File: src/rtl/dm_arbiter.sv
// -----------------------------------------------------------------------------
// dm_arbiter
// Two-master arbiter in front of a single-port data memory. Grants at most one
// request per cycle (round-robin when both ask), supports bus locking with an
// idle timeout, range-checks addresses and returns read data one cycle after
// the grant.
//
// Parameters
//   MEM_WORDS     data memory depth in 32-bit words
//   LOCK_TIMEOUT  idle cycles a locked master may sit without requesting
//
// Ports
//   clk, reset             clock, synchronous active-high reset
//   mN_req/lock/be/addr/wdata   master N request side (N = 0,1)
//   mN_gnt                 request accepted this cycle (combinational pulse)
//   mN_rvalid/rdata        read response, one cycle after the grant
//   mN_err                 out-of-range access or lock timeout
//   mem_addr/wdata/be      memory request, valid in the grant cycle
//   mem_rdata              combinational memory read data at mem_addr
// -----------------------------------------------------------------------------
module dm_arbiter #(
  parameter int MEM_WORDS    = 3072,
  parameter int LOCK_TIMEOUT = 16
) (
  input  logic        clk,
  input  logic        reset,
  input  logic        m0_req,
  input  logic        m0_lock,
  input  logic [3:0]  m0_be,
  input  logic [31:0] m0_addr,
  input  logic [31:0] m0_wdata,
  output logic        m0_gnt,
  output logic        m0_rvalid,
  output logic [31:0] m0_rdata,
  output logic        m0_err,
  input  logic        m1_req,
  input  logic        m1_lock,
  input  logic [3:0]  m1_be,
  input  logic [31:0] m1_addr,
  input  logic [31:0] m1_wdata,
  output logic        m1_gnt,
  output logic        m1_rvalid,
  output logic [31:0] m1_rdata,
  output logic        m1_err,
  output logic [31:0] mem_addr,
  output logic [31:0] mem_wdata,
  output logic [3:0]  mem_be,
  input  logic [31:0] mem_rdata
);

  localparam int                IDLE_W      = $clog2(LOCK_TIMEOUT + 1);
  localparam logic [31:0]       MEM_WORDS_W = 32'(MEM_WORDS);
  localparam logic [IDLE_W-1:0] TIMEOUT_W   = IDLE_W'(LOCK_TIMEOUT);

  typedef enum logic [1:0] {ARB, LOCK0, LOCK1} state_t;

  state_t            state_reg, state_next;
  logic              ptr_reg, ptr_next;     // preferred master on a tie
  logic [IDLE_W-1:0] idle_reg, idle_next;

  logic [1:0]  req_vec;
  logic [1:0]  lock_vec;
  logic [3:0]  be_arr    [2];
  logic [31:0] addr_arr  [2];
  logic [31:0] wdata_arr [2];

  logic [1:0]  gnt_vec;
  logic [1:0]  timeout_vec;

  logic        sel;
  logic        any_gnt;
  logic [31:0] addr_sel;
  logic [31:0] wdata_sel;
  logic [3:0]  be_sel;
  logic        in_range;
  logic        is_read;

  logic [1:0]  rvalid_out;
  logic [1:0]  err_out;
  logic [31:0] rdata_out [2];

  assign req_vec      = {m1_req, m0_req};
  assign lock_vec     = {m1_lock, m0_lock};
  assign be_arr[0]    = m0_be;
  assign be_arr[1]    = m1_be;
  assign addr_arr[0]  = m0_addr;
  assign addr_arr[1]  = m1_addr;
  assign wdata_arr[0] = m0_wdata;
  assign wdata_arr[1] = m1_wdata;

  // ---------------------------------------------------------------------------
  // FSM state register
  // ---------------------------------------------------------------------------
  always_ff @(posedge clk) begin
    if (reset) begin
      state_reg <= ARB;
      ptr_reg   <= 1'b0;
      idle_reg  <= '0;
    end else begin
      state_reg <= state_next;
      ptr_reg   <= ptr_next;
      idle_reg  <= idle_next;
    end
  end

  // ---------------------------------------------------------------------------
  // FSM next-state and grant logic
  // ---------------------------------------------------------------------------
  always_comb begin
    state_next  = state_reg;
    ptr_next    = ptr_reg;
    idle_next   = idle_reg;
    gnt_vec     = 2'b00;
    timeout_vec = 2'b00;

    case (state_reg)
      ARB: begin
        if (req_vec == 2'b11) begin
          gnt_vec[ptr_reg] = 1'b1;
        end else begin
          gnt_vec = req_vec;
        end
        if (gnt_vec != 2'b00) begin
          // Winner loses priority on the next tie.
          ptr_next  = gnt_vec[0];
          idle_next = '0;
          if (gnt_vec[0] && lock_vec[0]) begin
            state_next = LOCK0;
          end else if (gnt_vec[1] && lock_vec[1]) begin
            state_next = LOCK1;
          end
        end
      end

      LOCK0: begin
        // An expired lock is released without serving anyone this cycle.
        if (idle_reg == TIMEOUT_W) begin
          timeout_vec[0] = 1'b1;
          state_next     = ARB;
          idle_next      = '0;
        end else if (req_vec[0]) begin
          gnt_vec[0] = 1'b1;
          idle_next  = '0;
          if (!lock_vec[0]) begin
            state_next = ARB;
          end
        end else begin
          idle_next = idle_reg + IDLE_W'(1);
        end
      end

      LOCK1: begin
        if (idle_reg == TIMEOUT_W) begin
          timeout_vec[1] = 1'b1;
          state_next     = ARB;
          idle_next      = '0;
        end else if (req_vec[1]) begin
          gnt_vec[1] = 1'b1;
          idle_next  = '0;
          if (!lock_vec[1]) begin
            state_next = ARB;
          end
        end else begin
          idle_next = idle_reg + IDLE_W'(1);
        end
      end

      default: begin
        state_next = ARB;
        idle_next  = '0;
      end
    endcase

    // No grants or timeout pulses while reset is held; the registers are
    // cleared at the edge anyway, this keeps the outputs quiet in that cycle.
    if (reset) begin
      gnt_vec     = 2'b00;
      timeout_vec = 2'b00;
    end
  end

  // ---------------------------------------------------------------------------
  // Memory request path (steered by the granted master)
  // ---------------------------------------------------------------------------
  assign sel       = gnt_vec[1];
  assign any_gnt   = |gnt_vec;
  assign addr_sel  = sel ? addr_arr[1]  : addr_arr[0];
  assign wdata_sel = sel ? wdata_arr[1] : wdata_arr[0];
  assign be_sel    = sel ? be_arr[1]    : be_arr[0];
  assign in_range  = (addr_sel >> 2) < MEM_WORDS_W;
  assign is_read   = (be_sel == 4'b0000);

  assign mem_addr  = addr_sel & 32'hFFFF_FFFC;
  assign mem_wdata = wdata_sel;
  assign mem_be    = (any_gnt && in_range) ? be_sel : 4'b0000;

  // ---------------------------------------------------------------------------
  // Per-master response registers
  // ---------------------------------------------------------------------------
  genvar gi;
  generate
    for (gi = 0; gi < 2; gi++) begin : g_master
      logic        rvalid_reg;
      logic        err_reg;
      logic [31:0] rdata_reg;

      always_ff @(posedge clk) begin
        if (reset) begin
          rvalid_reg <= 1'b0;
          err_reg    <= 1'b0;
          rdata_reg  <= '0;
        end else begin
          rvalid_reg <= gnt_vec[gi] & is_read;
          err_reg    <= gnt_vec[gi] & ~in_range;
          // Out-of-range reads still respond, with zero data.
          rdata_reg  <= (gnt_vec[gi] && is_read && in_range) ? mem_rdata : 32'h0;
        end
      end

      // A response due in a reset cycle is dropped.
      assign rvalid_out[gi] = rvalid_reg & ~reset;
      assign err_out[gi]    = (err_reg | timeout_vec[gi]) & ~reset;
      assign rdata_out[gi]  = reset ? 32'h0 : rdata_reg;
    end
  endgenerate

  assign m0_gnt    = gnt_vec[0];
  assign m1_gnt    = gnt_vec[1];
  assign m0_rvalid = rvalid_out[0];
  assign m1_rvalid = rvalid_out[1];
  assign m0_err    = err_out[0];
  assign m1_err    = err_out[1];
  assign m0_rdata  = rdata_out[0];
  assign m1_rdata  = rdata_out[1];

endmodule
File: config.mk
export PLATFORM = sky130hd
export DESIGN_NAME = dm_arbiter
export DESIGN_NICKNAME = d
export VERILOG_FILES = /design/src/rtl/dm_arbiter.sv
export SDC_FILE = /design/constraint.sdc
export NUM_CORES = 1
export LEC_CHECK = 0
export BUFFER_PORTS_ARGS = -buffer_cell sky130_fd_sc_hd__buf_4
export CAP_MARGIN = 15
export CELL_PAD_IN_SITES_DETAIL_PLACEMENT = 2
export CELL_PAD_IN_SITES_GLOBAL_PLACEMENT = 2
export CORE_MARGIN = 2
export CORE_UTILIZATION = 21
export CTS_CLUSTER_DIAMETER = 30
export DETAILED_ROUTE_END_ITERATION = 10
export PLACE_DENSITY_LB_ADDON = 0.1
export SYNTH_ARGS = -nofsm -noshare
export SYNTH_HDL_FRONTEND = slang
export SYNTH_SLANG_ARGS = --single-unit
export TNS_END_PERCENT = 1
File: constraint.sdc
create_clock -name clk -period 4.5 [get_ports clk]
set_input_delay 0.675 -clock clk [delete_from_list [all_inputs] [get_ports clk]]
set_output_delay 0.675 -clock clk [all_outputs]
set_load 0.05 [all_outputs]
======== After elaboration in Yosys (flattened, before gate mapping) ========
Cells that the tools add are included.
storage, ports and cells
  input port bits ......................... 174
  output and inout port bits .............. 138
  register bits ........................... 76
  logic and storage cells ................. 90
operators by class
  equal/unequal tests ..................... 10
  reduce and logical (&&, ||, !) cells .... 16
  $lt $le $gt $ge ......................... 3
  bitwise gates (word level) .............. 14
  muxes and demuxes ....................... 37
  add/subtract/negate cells ............... 1
operator list
  kind                                                   number
  2-to-1 mux 32 bit                                      4
  < comparator 30 x 12 -> 1 bit (second input constant)  1
  2-to-1 mux 2 bit                                       13
  2-to-1 mux 5 bit                                       5
  inequality test 3 bit (second input constant)          5
  one-hot mux 5 bit (3 select lines)                     1
  AND 1 bit                                              8
  logical AND 1 bit                                      8
  2-to-1 mux 1 bit                                       8
  2-to-1 mux 4 bit                                       2
  one-hot mux 2 bit (3 select lines)                     1
  AND reduction 6 bit                                    1
  OR reduction 2 bit                                     3
  adder 5 x 1 -> 5 bit (second input constant)           1
  == test 5 bit (second input constant)                  1
  == test 2 bit (second input constant)                  2
  logical NOT 4 bit                                      1
  inverter 1 bit                                         4
  one-hot mux 1 bit (2 select lines)                     2
  == test 2 x 1 -> 1 bit (second input constant)         1
  logical NOT 2 bit                                      1
  < comparator 1 x 2 -> 1 bit (second input constant)    1
  inequality test 2 bit (second input constant)          1
  OR 1 bit                                               2
  other kinds (4)                                        4

======== Depth between registers and ports, before layout ========
Gate-level depths: netlist of the first run.
  depth after elaboration ................. 14
  gate-level depth with buffers ........... 9
  gate-level depth less buffers ........... 7

======== Least setup slack after synthesis of the first run ========
Ideal clock, no wire load.
  kind .................................... input port to output port
  from .................................... input m1_req
  to ...................................... output mem_addr[12]
  buffers on the path ..................... 2
  slack ................................... 1430 ps
  data required time ...................... 3825 ps
  arrival time ............................ 2395 ps
  cell stages on the path ................. 6
  cell sequence ........................... clkbuf_1 nand3b_1 o22ai_2 clkbuf_1 nand2_1 nand2_1
between the ends
  word-level cells in the longest chain between the ends .. 6
  elaborated cells on any way between the ends .. 8
  those cells by class .................... eq/ne: 1; mux: 7
RTL lines
  item                                    line  RTL
  from (decl)                             36    input logic m1_req,
  == test 2 bit                           118   if (req_vec == 2'b11) begin
  2-to-1 mux 2 bit                        118
  2-to-1 mux 2 bit                        116   case (state_reg)
  one-hot mux 1 bit (2 select lines) (*)  116
  2-to-1 mux 2 bit (*)                    176   if (reset) begin
  via m1_gnt                              41    output logic m1_gnt,
  2-to-1 mux 32 bit (*)                   187   assign addr_sel = sel ? addr_arr[1] : addr_arr[0];
  to (decl)                               45    output logic [31:0] mem_addr,
Mark *: on every way through the listed nets, which the timed path passes. The rest lies on a longest branch. The select of a mux whose other input is x is not followed.

======== Worst setup path in the final report of the first run ========
  from .................................... register idle_reg[0]
  to ...................................... output mem_be[3]
between the ends
  word-level cells in the longest chain between the ends .. 8
  elaborated cells on any way between the ends .. 12
  those cells by class .................... order compare: 1; eq/ne: 1; mux: 8; reduce/logical: 2
RTL lines
  item                                line      RTL
  from (decl)                         59        logic [IDLE_W-1:0] idle_reg, idle_next;
  from (signal assigned)              102       idle_reg <= idle_next;
  == test 5 bit (*)                   137, 153
  2-to-1 mux 1 bit                    153       if (idle_reg == TIMEOUT_W) begin
  one-hot mux 1 bit (2 select lines)  116
  2-to-1 mux 2 bit (*)                176
  2-to-1 mux 32 bit                   187
  < comparator 30 x 12 -> 1 bit       190       assign in_range = (addr_sel >> 2) < MEM_WORDS_W;
  logical AND 1 bit                   195       assign mem_be = (any_gnt && in_range) ? be_sel : 4'b0000;
  2-to-1 mux 4 bit (*)                195
  to (decl)                           47        output logic [3:0] mem_be,
Mark *: on every way between the ends. The rest lies on a longest branch, timed or not.

==> results.py, run 1 <==
metrics = {
    "power": {
        "p_total_mw": 2.42,
        "power_leakage_nw": 3.56,
        "ir_drop_mv": 0.153,
        "internal_power_mw": 1.48,
        "pwr-share-comb_pct": 39.8,
        "power_frac_clock_pct": 31.8,
        "pwr_density_cell_mw_per_mm2": 359,
        "power_frac_seq_pct": 28.4,
        "switchingPower_uw": 945,
        "p_sw_share_pct": 39.0,
    },
    "yosys": {
        "synth_top_family_by_area": "simple AND/OR/NAND/NOR gates",
        "synth-xor-area-share_pct": 0,
        "ys_ff_latch": 76,
        "synth_compound_area_share_pct": 4.47,
        "async_flop_share_pct": 0,
        "ys_seq_area_share_pct": 38.5,
        "netlist_instances": 531,
        "synthMuxAreaShare_pct": 0.919,
        "synth_edf_count": 0,
        "yosys.area_share.simple_pct": 48.5,
        "synth_area_leaders": "dfxtp_1 39%, nand2_1 18%, nor2b_1 11%",
        "yosysTopAreaCellShare_pct": 38.5,
        "synthFlopType": "dfxtp_1",
        "synth.distinct_cells": 43,
        "yosys-top-cells-count": "190 x nand2_1, 76 x dfxtp_1, 70 x nor2b_1",
        "yosysTopAreaCell": "dfxtp_1",
        "synth_fa_ha_area_share_pct": 1.58,
        "synth_most_common_cell": "nand2_1",
        "yosysWarnings": 0,
        "syn-cell-area_mm2": 0.00395,
        "syn_area_per_cell_um2": 7.43,
    },
    "setup_path": {
        "critPathLaunchType": "register",
        "r2r_start": "idle_reg[0]$_SDFFE_PP0P_",
        "crit_type": "reg2out",
        "path_cells": "inv_1, ha_1, and4bb_1, o22ai_4, buf_4, and3_1, a31o_2, buf_4",
        "critPathMaxFanout": 70,
        "cp.required_ns": 3.83,
        "reg2reg_depth": 9,
        "slowest_delay_ns": 0.60,
        "cp.arrival_ns": 2.76,
        "end_kind": "output port",
        "critPathMostFrequentCell": "buf_4",
        "rr_endpoint": "g_master[0].rdata_reg[14]$_SDFF_PP0_",
        "regToRegSetupSlack_ns": 1.65,
        "crit_slowest_cell": "buf_4",
    },
    "final_layout": {
        "drive_gt1_share_pct": 41.2,
        "n_antenna_cell": 0,
        "final_cell_count_no_fill": 1055,
        "nets": 995,
        "final_util_pct": 36.4,
        "syn2layout_area_growth_pct": 71.1,
        "largest_reg_flops": 64,
        "fillers": 2207,
    },
    "routing": {
        "antenna_left": 0,
        "wl_per_cell_um": 18.3,
        "drc_errors": 0,
        "drtIter0Drc": 99,
        "viasPerCell": 4.49,
        "drt-total-wl_mm": 19.4,
        "vias": 4742,
        "first_pass_iters": 4,
    },
    "floorplanning": {
        "fp.dieW_um": 141,
        "die_h_um": 141,
        "initial_core_util_pct": 21.2,
        "placementRows": 50,
        "dieArea_mm2": 0.0199,
        "coreArea_mm2": 0.0186,
        "io_pins": 312,
    },
    "cts": {
        "insertion_delay_ns": 0.33,
        "cts-buffers-inserted": 9,
        "clk_pin_slew_worst_paths_ns": 0.07,
        "clockBufferDepth": 2,
        "cts_max_level": 3,
        "cts.sinks": 76,
        "cts_setup_buffers": 0,
        "cts_root_buf": "clkbuf_16",
        "ctsResizeCount": 0,
        "cts_hold_buf": 0,
        "cts_tree": "yes",
    },
    "hold_path": {
        "hp-class": "reg2reg",
        "hold_end": "idle_reg[1]$_SDFFE_PP0P_",
        "hp-start": "idle_reg[1]$_SDFFE_PP0P_",
        "min_delay_path_depth": 2,
    },
    "sta": {
        "fin_crit_sh_pct": 76.4,
        "setup_viol": 0,
        "hold_slack_ns": 0.515,
        "period_needed_ns": 3.44,
        "clock.fmax_mhz": 291,
        "finClkSkew_ns": 0.0107,
        "relSlewSlack_pct": 49.9,
        "tightest_slew_ns": 0.751,
        "tns_ns": 0,
        "slew_violations": 0,
        "rsz0062_at_grt": "no",
        "hold_viol": 0,
    },
    "global_routing": {
        "grt_first_pass_wirelength_mm": 29.1,
        "grt_pass1_vias": 5299,
        "grt_max_degree": 71,
        "antenna_found_initial": 0,
        "grt.overflow.total": 0,
        "grtUsageTotal_pct": 18.8,
    },
    "placed_design": {
        "dp.cells": 1039,
        "gp_congestion": 0.762,
        "hpwl_mm": 15.4,
        "numPortBuffers": 305,
    },
    "status": {
        "status": "finished, final reports clean",
    },
    "job": {
        "cap_viol_max_count": 0,
    },
}
## routing by layer
| layer | vias to the layer above | routed length [um] | track usage (%) |
|---|---|---|---|
| met1 | 2256 | 7230 | 19.8 |
| met3 | 16 | 1540 | 6.15 |
| met4 | 0 | 282 | 5.05 |
| met5 | - | 0 | 0 |
| met2 | 161 | 10300 | 35.8 |
| li1 | 2309 | - | - |
## power groups by stage
stage | logic, mW | registers, mW | clock network, mW
2_1_floorplan | 0.584 | 0.701 | 0
3_5_place_dp | 0.971 | 0.703 | 0
5_1_grt | 1.02 | 0.688 | 0.824
4_1_cts | 0.976 | 0.687 | 0.792
6_report | 0.963 | 0.688 | 0.771
3_3_place_gp | 0.954 | 0.702 | 0
## cells in the final DEF (no fill, tap or decap), types with 3 or more instances in the layout
master / n
a21oi_1: 7
and2_1: 3
nor2_1: 10
or3_1: 3
inv_1: 9
dfxtp_1: 76
nor4_1: 7
ha_1: 5
nand2_1: 190
nand3b_1: 3
and4_1: 34
and3_1: 34
nand3_1: 4
nand2b_1: 3
buf_4: 314
clkbuf_16: 9
nor2b_1: 70
## through the flow
step                      instance area (um2)  worst slack [ns]
after CTS                                6760              1.04
after detailed placement                 6440              1.08
after global routing                     6760             0.885
after floorplan                          3950              1.43
after global placement                   6440              1.13
final                                    6760              1.06
## kinds of logic (layout without fill, tap and decap cells)
logic type / Yosys count / in the layout
fa+ha+maj: 5 / 5
simple gates: 370 / 370
flops: 76 / 76
buf+inv: 52 / 341
compound gates: 24 / 24
mux: 3 / 3
other cells: 1 / 2
## cell type report
class | count | area, um2 | area share, %
clock inverters | 6 | 88.8 | 1.32
repair buffers | 315 | 2380 | 35.2
multi-input cells | 404 | 2210 | 32.7
well taps | 234 | 293 | 4.33
clock buffers | 10 | 229 | 3.39
flip-flops and latches | 76 | 1520 | 22.5
inverters | 10 | 37.5 | 0.556
## worst max-delay path by stage
stage	startpoint	end	slack [ns]
global route	idle_reg[0]$_SDFFE_PP0P_	mem_be[3]	0.89
CTS	idle_reg[0]$_SDFFE_PP0P_	mem_be[3]	1.04
global placement	m0_addr[20]	mem_be[0]	1.13
finish	idle_reg[0]$_SDFFE_PP0P_	mem_be[3]	1.06
floorplan	m1_req	mem_addr[12]	1.43
detailed placement	m0_addr[20]	mem_be[3]	1.08
## critical path: cells and delay by family (launching register included)
kind / cells / cell delay [ns]
and+or+nand+nor: 2 / 0.57
adders and majority gates: 1 / 0.21
DFF: 1 / 0.40
buffers and inverters: 3 / 0.86
AOI/OAI and AO/OA: 2 / 0.32
(Power assumes the default switching activity.)
==> run 2: changes to the inputs <==
--- a/config.mk
+++ b/config.mk
@@ -10,7 +10,7 @@
 export CELL_PAD_IN_SITES_DETAIL_PLACEMENT = 2
 export CELL_PAD_IN_SITES_GLOBAL_PLACEMENT = 2
 export CORE_MARGIN = 2
-export CORE_UTILIZATION = 21
+export CORE_UTILIZATION = 17
 export CTS_CLUSTER_DIAMETER = 30
 export DETAILED_ROUTE_END_ITERATION = 10
 export PLACE_DENSITY_LB_ADDON = 0.1
==> constraint.sdc (replaced) <==
create_clock -name clk -period 2.9 [get_ports clk]
set_input_delay 0.435 -clock clk [delete_from_list [all_inputs] [get_ports clk]]
set_output_delay 0.435 -clock clk [all_outputs]
set_load 0.05 [all_outputs]
==> run 2 against run 1 <==
Compared with the run above: clock power up 79%; register-to-register slack got worse by 1.2 ns; sequential share of layout area is 0.71 points lower; sequential power increased by 56%; non-clock buffer count increased by 3; critical path type is now in2out; critical endpoint unchanged.
==> results.py, run 2 (synthesis results as in run 1) <==
metrics = {
    "cts": {
        "cts.sinks": 76,
        "clk_pin_slew_worst_paths_ns": 0.07,
        "insertion_delay_ns": 0.34,
        "cts_root_buf": "clkbuf_16",
        "cts-buffers-inserted": 9,
        "cts_setup_buffers": 0,
        "cts_hold_buf": 0,
        "cts_tree": "yes",
        "cts_max_level": 3,
        "clockBufferDepth": 2,
    },
    "final_layout": {
        "nets": 998,
        "final_common_cell": "buf_4",
        "regArea_mm2": 0.00152,
        "final_cell_count_no_fill": 1109,
        "final_cell_mix": "312 x buf_4, 190 x nand2_1, 76 x dfxtp_1",
        "largest_reg_flops": 64,
        "fillers": 2653,
        "multi_input_area_mm2": 0.00225,
        "n_antenna_cell": 0,
        "syn2layout_area_growth_pct": 76.7,
        "drive_gt1_share_pct": 41.9,
    },
    "setup_path": {
        "end_kind": "output port",
        "critPathLaunchType": "input pin",
        "crit_type": "in2out",
        "cp.arrival_ns": 2.37,
        "critPathMaxFanout": 7,
        "cp.required_ns": 2.47,
    },
    "placed_design": {
        "gp_congestion": 0.787,
        "hpwl_mm": 16.4,
        "dp.cells": 1092,
        "numPortBuffers": 305,
    },
    "routing": {
        "viasPerCell": 4.36,
        "drt-total-wl_mm": 20.8,
        "drtIter0Drc": 109,
        "first_pass_iters": 4,
        "antenna_left": 0,
        "drc_errors": 0,
        "vias": 4837,
        "wl_per_cell_um": 18.8,
    },
    "global_routing": {
        "grt_pass1_vias": 5586,
        "grt_max_degree": 70,
        "antenna_found_initial": 0,
        "grt_first_pass_wirelength_mm": 31.1,
        "grtUsageTotal_pct": 16.5,
        "grt.overflow.total": 0,
    },
    "power": {
        "ir_drop_mv": 0.286,
        "pwr-share-comb_pct": 38.5,
        "internal_power_mw": 2.49,
        "power_frac_seq_pct": 26.9,
        "power_leakage_nw": 3.61,
        "pwr_density_cell_mw_per_mm2": 569,
        "p_sw_share_pct": 37.4,
        "switchingPower_mw": 1.48,
        "power_frac_clock_pct": 34.7,
    },
    "floorplanning": {
        "initial_core_util_pct": 17.4,
        "fp.dieW_um": 156,
        "io_pins": 312,
        "placementRows": 55,
        "die_h_um": 156,
        "coreArea_mm2": 0.0227,
        "dieArea_mm2": 0.0245,
    },
    "job": {
        "cap_viol_max_count": 0,
    },
    "sta": {
        "relSlewSlack_pct": 50.9,
        "fin_crit_sh_pct": 96.9,
        "tns_ns": 0,
        "hold_viol": 0,
        "clock.fmax_mhz": 356,
        "hold_slack_ns": 0.329,
        "setup_viol": 0,
        "slew_violations": 0,
        "rsz0062_at_grt": "yes",
        "tightest_slew_ns": 0.737,
        "period_needed_ns": 2.81,
        "finClkSkew_ns": 0.00752,
    },
    "status": {
        "status": "finished, final reports clean",
    },
    "hold_path": {
        "hp-class": "in2reg",
    },
}
-- run 2: repair_timing --
item                       4_1_cts  5_1_grt
cloned                           1        0
pin swaps                        1        0
gates resized for setup          4        6
setup endpoints to repair        4       56
-- run 2: path summary, 6_finish.rpt --
check	startpoint	endpoint	slack (ns)	depth (start not counted)
worst max-delay path	m1_addr[20]	mem_be[3]	0.09	9
worst min-delay path	mem_rdata[25]	g_master[1].rdata_reg[25]$_SDFF_PP0_	0.33	2
worst max register to register	idle_reg[0]$_SDFFE_PP0P_	g_master[0].rdata_reg[8]$_SDFF_PP0_	0.45	9
worst min register to register	idle_reg[1]$_SDFFE_PP0P_	idle_reg[1]$_SDFFE_PP0P_	0.50	2
-- run 2: cell type report --
cell class                 count  share of cell area (%)
clock buffer                  10                    3.28
clock inverter                 6                    1.96
inverter                      10                   0.538
multi-input combinational    404                    32.2
sequential                    76                    21.8
tap                          285                    5.11
timing repair buffer         318                    35.1
-- run 2: worst max-delay path, cell delays in order --
cell and delay, ns:
buf_4 0.12, or4_1 0.57, a2111oi_4 0.30, buf_4 0.16, and4_1 0.19, buf_4 0.15, and3_1 0.16, a31o_2 0.10
buf_4 0.19
-- run 2: per-stage QoR --
stage          area [um2]  setup WS [ns]  total power [mW]  utilization, %
2_1_floorplan        3950          0.224              1.99               -
3_3_place_gp         6530         -0.170              2.58            28.7
3_5_place_dp         6530         -0.161              2.61            28.7
4_1_cts              6940        0.00599              4.03            30.6
5_1_grt              6980        -0.0545              4.16            30.7
6_report             6980         0.0901              3.97            30.7
-- run 2: routing by layer --
metal | GRT usage (%) | wire length, um | share of wire (%)
met1 | 16.6 | 7490 | 36
met2 | 31.4 | 11000 | 53
met3 | 7.03 | 2040 | 9.8
met4 | 3.89 | 289 | 1.4
met5 | 0 | 0 | 0
-- run 2: power by group through the flow --
stage	Combinational, mW	Clock [mW]	Sequential, mW
final	1.53	1.38	1.07
after global routing	1.63	1.46	1.07
after CTS	1.55	1.42	1.07
after detailed placement	1.52	0	1.09
after global placement	1.49	0	1.09
after floorplan	0.906	0	1.09
